===== src/rtl/mem_access_unit_pkg.sv =====
// Shared encodings for the data-memory access path: size codes, FSM states
// and the load/store opcodes the control unit decodes.
package mem_access_unit_pkg;

    localparam logic [1:0] SZ_NONE = 2'b00;
    localparam logic [1:0] SZ_BYTE = 2'b01;
    localparam logic [1:0] SZ_HALF = 2'b10;
    localparam logic [1:0] SZ_WORD = 2'b11;

    localparam logic [5:0] LB = 6'd32;
    localparam logic [5:0] LH = 6'd33;
    localparam logic [5:0] LW = 6'd35;
    localparam logic [5:0] SB = 6'd40;
    localparam logic [5:0] SH = 6'd41;
    localparam logic [5:0] SW = 6'd43;

    typedef enum logic [1:0] {
        IDLE  = 2'd0,
        ISSUE = 2'd1,
        RESP  = 2'd2
    } mau_state_e;

    // Access attributes latched at acceptance; off is already naturally aligned.
    typedef struct packed {
        logic       we;
        logic [1:0] size;
        logic [1:0] off;
    } acc_t;

endpackage


===== src/rtl/mem_access_unit_lane_align.sv =====
// Little-endian lane steering: size/offset to byte enables and replicated
// store data, and read word to sign-extended load data. Purely combinational.
module mem_lane_align
    import mem_access_unit_pkg::*;
(
    input  logic [1:0]  size,
    input  logic [1:0]  off,
    input  logic [31:0] st_data,
    input  logic [31:0] ld_word,
    output logic [3:0]  be,
    output logic [31:0] st_word,
    output logic [31:0] ld_data
);

    logic [7:0]  ld_b;
    logic [15:0] ld_h;

    always_comb begin
        be      = 4'b0000;
        st_word = st_data;
        ld_data = ld_word;
        ld_b    = ld_word[{off, 3'b000} +: 8];
        ld_h    = ld_word[{off[1], 4'b0000} +: 16];
        case (size)
            SZ_BYTE: begin
                be      = 4'b0001 << off;
                st_word = {4{st_data[7:0]}};
                ld_data = {{24{ld_b[7]}}, ld_b};
            end
            SZ_HALF: begin
                be      = 4'b0011 << off;
                st_word = {2{st_data[15:0]}};
                ld_data = {{16{ld_h[15]}}, ld_h};
            end
            SZ_WORD: be = 4'b1111;
            default: ;
        endcase
    end

endmodule


===== src/rtl/mem_access_unit.sv =====
// Single-outstanding data-memory access unit with bus timeout.
// MEM_ALIGN_CHECK_EN: misaligned half/word accesses respond with an error instead of being force-aligned.
module mem_access_unit
    import mem_access_unit_pkg::*;
#(
    parameter int ADDR_W      = 32,
    parameter int TIMEOUT_CYC = 16
) (
    input  logic              clk,
    input  logic              rst_n,
    input  logic              req_valid,
    output logic              req_ready,
    input  logic [1:0]        mem_read,
    input  logic              mem_write,
    input  logic [1:0]        store_size,
    input  logic [ADDR_W-1:0] addr,
    input  logic [31:0]       wdata,
    output logic              rsp_valid,
    output logic              rsp_err,
    output logic [31:0]       rdata,
    output logic              stall,
    output logic              bus_req,
    output logic              bus_we,
    output logic [ADDR_W-1:0] bus_addr,
    output logic [3:0]        bus_be,
    output logic [31:0]       bus_wdata,
    input  logic              bus_ack,
    input  logic [31:0]       bus_rdata
);

    localparam logic [7:0] TO_LAST = 8'(TIMEOUT_CYC - 1);

    mau_state_e        state;
    acc_t              acc;
    logic [ADDR_W-3:0] word_addr;
    logic [31:0]       wdata_q;
    logic [7:0]        cnt;
    logic [31:0]       ld_data;

    logic       accept;
    logic [1:0] in_size;
    logic [1:0] in_off;
    logic       misalign;

    assign req_ready = (state == IDLE);
    assign accept    = req_valid & req_ready & ((mem_read != SZ_NONE) | mem_write);
    // Stall must cover the acceptance cycle itself, before state leaves IDLE.
    assign stall     = accept | (state != IDLE);
    assign in_size   = mem_write ? store_size : mem_read;
    assign misalign  = ((in_size == SZ_HALF) & addr[0]) |
                       ((in_size == SZ_WORD) & (addr[1:0] != 2'b00));

    always_comb begin
        case (in_size)
            SZ_HALF: in_off = {addr[1], 1'b0};
            SZ_WORD: in_off = 2'b00;
            default: in_off = addr[1:0];
        endcase
    end

    assign bus_we   = acc.we;
    assign bus_addr = {word_addr, 2'b00};

    mem_lane_align u_align (
        .size    (acc.size),
        .off     (acc.off),
        .st_data (wdata_q),
        .ld_word (bus_rdata),
        .be      (bus_be),
        .st_word (bus_wdata),
        .ld_data (ld_data)
    );

    always_ff @(posedge clk or negedge rst_n) begin
        if (!rst_n) begin
            state     <= IDLE;
            acc       <= '0;
            word_addr <= '0;
            wdata_q   <= '0;
            cnt       <= '0;
            bus_req   <= 1'b0;
            rsp_valid <= 1'b0;
            rsp_err   <= 1'b0;
            rdata     <= '0;
        end else begin
            rsp_valid <= 1'b0;
            rsp_err   <= 1'b0;
            case (state)
                IDLE: if (accept) begin
                    acc       <= '{we: mem_write, size: in_size, off: in_off};
                    word_addr <= addr[ADDR_W-1:2];
                    wdata_q   <= wdata;
                    cnt       <= '0;
`ifdef MEM_ALIGN_CHECK_EN
                    if (misalign) begin
                        state     <= RESP;
                        rsp_valid <= 1'b1;
                        rsp_err   <= 1'b1;
                        rdata     <= '0;
                    end else begin
                        state   <= ISSUE;
                        bus_req <= 1'b1;
                    end
`else
                    state   <= ISSUE;
                    bus_req <= 1'b1;
`endif
                end
                ISSUE: begin
                    if (bus_ack) begin
                        state     <= RESP;
                        bus_req   <= 1'b0;
                        rsp_valid <= 1'b1;
                        rdata     <= acc.we ? 32'h0 : ld_data;
                    end else if (cnt == TO_LAST) begin
                        state     <= RESP;
                        bus_req   <= 1'b0;
                        rsp_valid <= 1'b1;
                        rsp_err   <= 1'b1;
                        rdata     <= '0;
                    end else begin
                        cnt <= cnt + 8'd1;
                    end
                end
                RESP:    state <= IDLE;
                default: state <= IDLE;
            endcase
        end
    end

    // Only consulted when alignment checking is built in.
    logic unused_misalign;
    assign unused_misalign = misalign;

endmodule


===== config.mk =====
export PLATFORM = sky130hd
export DESIGN_NAME = mem_access_unit
export DESIGN_NICKNAME = d
export VERILOG_FILES = /design/src/rtl/mem_access_unit_pkg.sv /design/src/rtl/mem_access_unit_lane_align.sv /design/src/rtl/mem_access_unit.sv
export SDC_FILE = /design/constraint.sdc
export NUM_CORES = 1
export LEC_CHECK = 0
export BUFFER_PORTS_ARGS = -buffer_cell sky130_fd_sc_hd__buf_2
export CAP_MARGIN = 25
export CORE_UTILIZATION = 45
export CTS_CLUSTER_DIAMETER = 100
export DETAILED_ROUTE_END_ITERATION = 12
export GPL_TIMING_DRIVEN = 0
export PLACE_DENSITY_LB_ADDON = 0.1
export SYNTH_ARGS = -nofsm -noshare
export SYNTH_HDL_FRONTEND = slang
export SYNTH_HIERARCHICAL = 1
export SYNTH_SLANG_ARGS = --single-unit

===== constraint.sdc =====
create_clock -name clk -period 2 [get_ports clk]
set_input_delay 0.2 -clock clk [delete_from_list [all_inputs] [get_ports clk]]
set_output_delay 0.2 -clock clk [all_outputs]
set_load 0.03 [all_outputs]

==> flow_metrics.tcl <==
set metrics [dict create \
    hold_path_class "in -> reg" \
    fin_util_pct 63.7 \
    drc 0 \
    status "finished, violations left" \
    antennaDiodeCount 0 \
    cts.sinks 112 \
    wl_met1_mm 7.38 \
    fmax_mhz 495 \
    relSlewSlack_pct 43.5 \
    ys.warnings.count 6 \
    cap_violations 0 \
    overflow 0 \
    cp.required_ns 1.80 \
    first_global_vias 5346 \
    avgRoutedWirePerCell_um 16.2 \
    worst_slack_ns -0.0202 \
    holdWs_ns 0.0275 \
    vias 5690 \
    ant_nets 0 \
    place.gp.congestion 0.910 \
    min-delay-start "addr[4]" \
    fill_cells 1171 \
    core-area_um2 12700 \
    clockRootBuffer "clkbuf_16" \
    vias_per_cell 5.22 \
    p_switching_mw 6.90 \
    sw_frac_of_total_pct 47.7 \
    synth_enable_flop_cells 0 \
    synth_flop_cell "dfrtp_1" \
    wl_met2_mm 8.63 \
    path_depth 7 \
    row_count 41 \
    drt_iter0_markers 346 \
    period_needed_ns 2.02 \
    dp.final_hpwl_mm 13.0 \
    io_pins 211 \
    cts.clk_slew.worst_paths_ns 0.08 \
    worst_pin_slew_ns 0.847 \
    clk_latency_ns 0.35 \
    async_reset_ff_share_pct 100 \
    synth-seq-area-share_pct 47.9 \
    power_density_nw_per_um2 1800 \
    failed_checks "setup timing" \
    cp_common_cell "clkbuf_16" \
    drt_first_pass_iters 5 \
    grt_max_degree 68 \
    cts_tree "done" \
    cp_top_family "buffers and inverters" \
    clockBufferDepth 2 \
    critPathCaptureType "output port" \
    setup_viol 6 \
    die_h_um 116 \
    fin_skew_ns 0.00993 \
    top_layer_used "met4" \
    wl_mm 17.6 \
    ys_seq_elements 112 \
    syn_area_per_cell_um2 8.59 \
    slowest_delay_ns 0.39 \
    syn-cell-area_um2 5860 \
    rsz0062_at_grt "true" \
    startpoint "acc[2]$_DFFE_PN0P_" \
    maxSlewViolCount 0 \
    cell_internal_pwr_mw 7.58 \
    crit_type "reg -> out" \
    hold_violations 0 \
    port_buffers 206 \
    initial_core_util_pct 46.2 \
    reg2reg_from "acc[1]$_DFFE_PN0P_" \
    synth_cell_types 49 \
    ff2ff_path_depth 8 \
    crit_slowest_cell "dfrtp_1" \
    seqPwrFrac_pct 25.8 \
    htreeDepth 3 \
    drive_above_1_share_pct 38.1 \
    area_growth_pct 37.7 \
    nets 1022 \
    grt_pass1_wl_mm 27.0 \
    antenna_found_initial 0 \
    cp_max_fo 7 \
    p_comb_share_pct 61.3 \
    grt_usage_pct 26.4 \
    synthCells 682 \
    wl_met3_mm 1.31 \
    p_clk_share_pct 12.9 \
    crit_buf_inv 4 \
    startpoint_type "flop" \
    p_leak_nw 4.19 \
    critPathArrivalTime_ns 1.82 \
    cts_buffers 9 \
    ir_drop_v 0.00123 \
    hold-path-cell-count 3 \
    cp_cell_sequence "inv_2 -> ha_4 -> clkbuf_16 -> clkbuf_16 -> nand2_4 -> o22ai_4 -> buf_6" \
    dieArea_um2 13500 \
    period_share_pct 101 \
    die_x_um 116 \
]
[path summary, 6_finish.rpt]
path,to,slack (ns)
max,bus_wdata[21],-0.02
min,word_addr[2]$_DFFE_PN0P_,0.03
max reg2reg,rdata[28]$_DFFE_PN0P_,0.04
min reg2reg,word_addr[22]$_DFFE_PN0P_,0.47
max in group asynchronous,wdata_q[17]$_DFFE_PN0P_,0.78
min in group asynchronous,rdata[16]$_DFFE_PN0P_,0.50
[flip-flops by register name (all words and copies together), names as in the netlist]
name       flops
bus_req        1
word_addr     30
rdata         32
bus_we         1
state          2
wdata_q       32
cnt            8
rsp_err        1
rsp_valid      1
acc            4
[cell type report]
type	instances	area [um2]	share of cell area, %
sequential	112	2810	34.8
multi-input combinational	453	2750	34.1
timing repair buffer	219	1330	16.5
buffer	53	418	5.18
clock buffer	11	243	3.01
inverter	64	240	2.98
tap	172	215	2.67
clock inverter	5	65.1	0.807
[logic make-up after synthesis]
logic type | Yosys count | synth area share, %
buffers and inverters | 119 | 9.49
DFF | 112 | 47.9
muxes | 11 | 2.24
AOI/OAI and AO/OA | 136 | 15.8
adders and majority gates | 5 | 1.07
and+or+nand+nor | 298 | 23.5
other | 1 | 0.0640
[synth_stat cells, types with 9 or more instances]
library cell | count | share of area (%)
o21ai_2 | 10 | 1.5
nand4b_1 | 32 | 4.8
inv_1 | 64 | 4.1
a22o_1 | 9 | 1.3
o22ai_1 | 9 | 0.96
nor2_1 | 23 | 1.5
a31oi_1 | 11 | 1.2
clkbuf_1 | 17 | 1.1
buf_2 | 20 | 1.7
dfrtp_1 | 112 | 48
a221o_1 | 13 | 2.2
buf_4 | 10 | 1.3
a21oi_1 | 12 | 1.0
o21ai_0 | 46 | 3.9
a22oi_1 | 15 | 1.9
nand2_1 | 217 | 14
[power groups by stage]
| stage | clock network (mW) | registers [mW] | logic [mW] |
|---|---|---|---|
| after global routing | 1.97 | 3.85 | 9.46 |
| final | 1.86 | 3.73 | 8.88 |
| after global placement | 0 | 3.71 | 7.06 |
| after floorplan | 0 | 4.76 | 3.95 |
| after detailed placement | 0 | 3.75 | 7.15 |
| after CTS | 1.90 | 3.72 | 8.38 |
[repair_timing]
action	CTS	global route
endpoints found under the setup margin	58	55
resized for setup	97	59
cloned	0	3
hold buffers	1	0
endpoints found under the hold margin	55	0
pin swaps	4	8
buffers inserted	5	4
[tightest hold or removal path: stages]
cell and delay (ns):
buf_2 0.07, nand2_1 0.04, nand2_1 0.04
[metal layers]
layer / up-vias / GRT usage, %
met5: - / 0
met4: 0 / 8.38
met3: 26 / 5.81
met2: 245 / 44.4
met1: 2688 / 33.9
li1: 2731 / -
[layout by cell type (no fill, tap or decap), types with 3 or more instances in the layout]
cell / synthesis / final
buf_6: 4 / 24
a22oi_1: 15 / 9
buf_4: 10 / 27
o21ai_2: 10 / 10
a221o_1: 13 / 13
o21ai_0: 46 / 35
clkbuf_4: 0 / 4
nand2_2: 1 / 4
a21oi_2: 1 / 7
clkbuf_16: 0 / 12
dfrtp_1: 112 / 110
o22ai_2: 0 / 4
nand3_1: 8 / 8
a31oi_1: 11 / 11
o21ai_1: 3 / 14
o22ai_4: 0 / 3
nor2_2: 1 / 6
ha_4: 0 / 3
clkbuf_1: 17 / 9
nor2_4: 1 / 4
a22o_1: 9 / 9
buf_2: 20 / 195
buf_12: 1 / 5
a21oi_1: 12 / 4
inv_2: 0 / 3
a22oi_2: 0 / 6
mux2_2: 7 / 7
nor2_1: 23 / 16
inv_1: 64 / 61
mux2i_1: 3 / 3
nand4b_1: 32 / 32
nand2_1: 217 / 212
[metrics by stage]
step | setup slack (ns) | std cells | setup TNS (ns) | cell area (um2) | power (mW)
6_report | -0.0202 | 1089 | -0.0628 | 8070 | 14.5
5_1_grt | -0.0970 | 1089 | -1.02 | 8070 | 15.3
4_1_cts | -0.0761 | 1083 | -0.502 | 7870 | 14.0
3_5_place_dp | -0.529 | 1062 | -12.04 | 7170 | 10.9
3_3_place_gp | -0.553 | 1061 | -71.67 | 7140 | 10.8
2_1_floorplan | -0.0754 | 683 | -0.280 | 5890 | 8.71
Note: power is estimated with default switching activity, not from simulation.
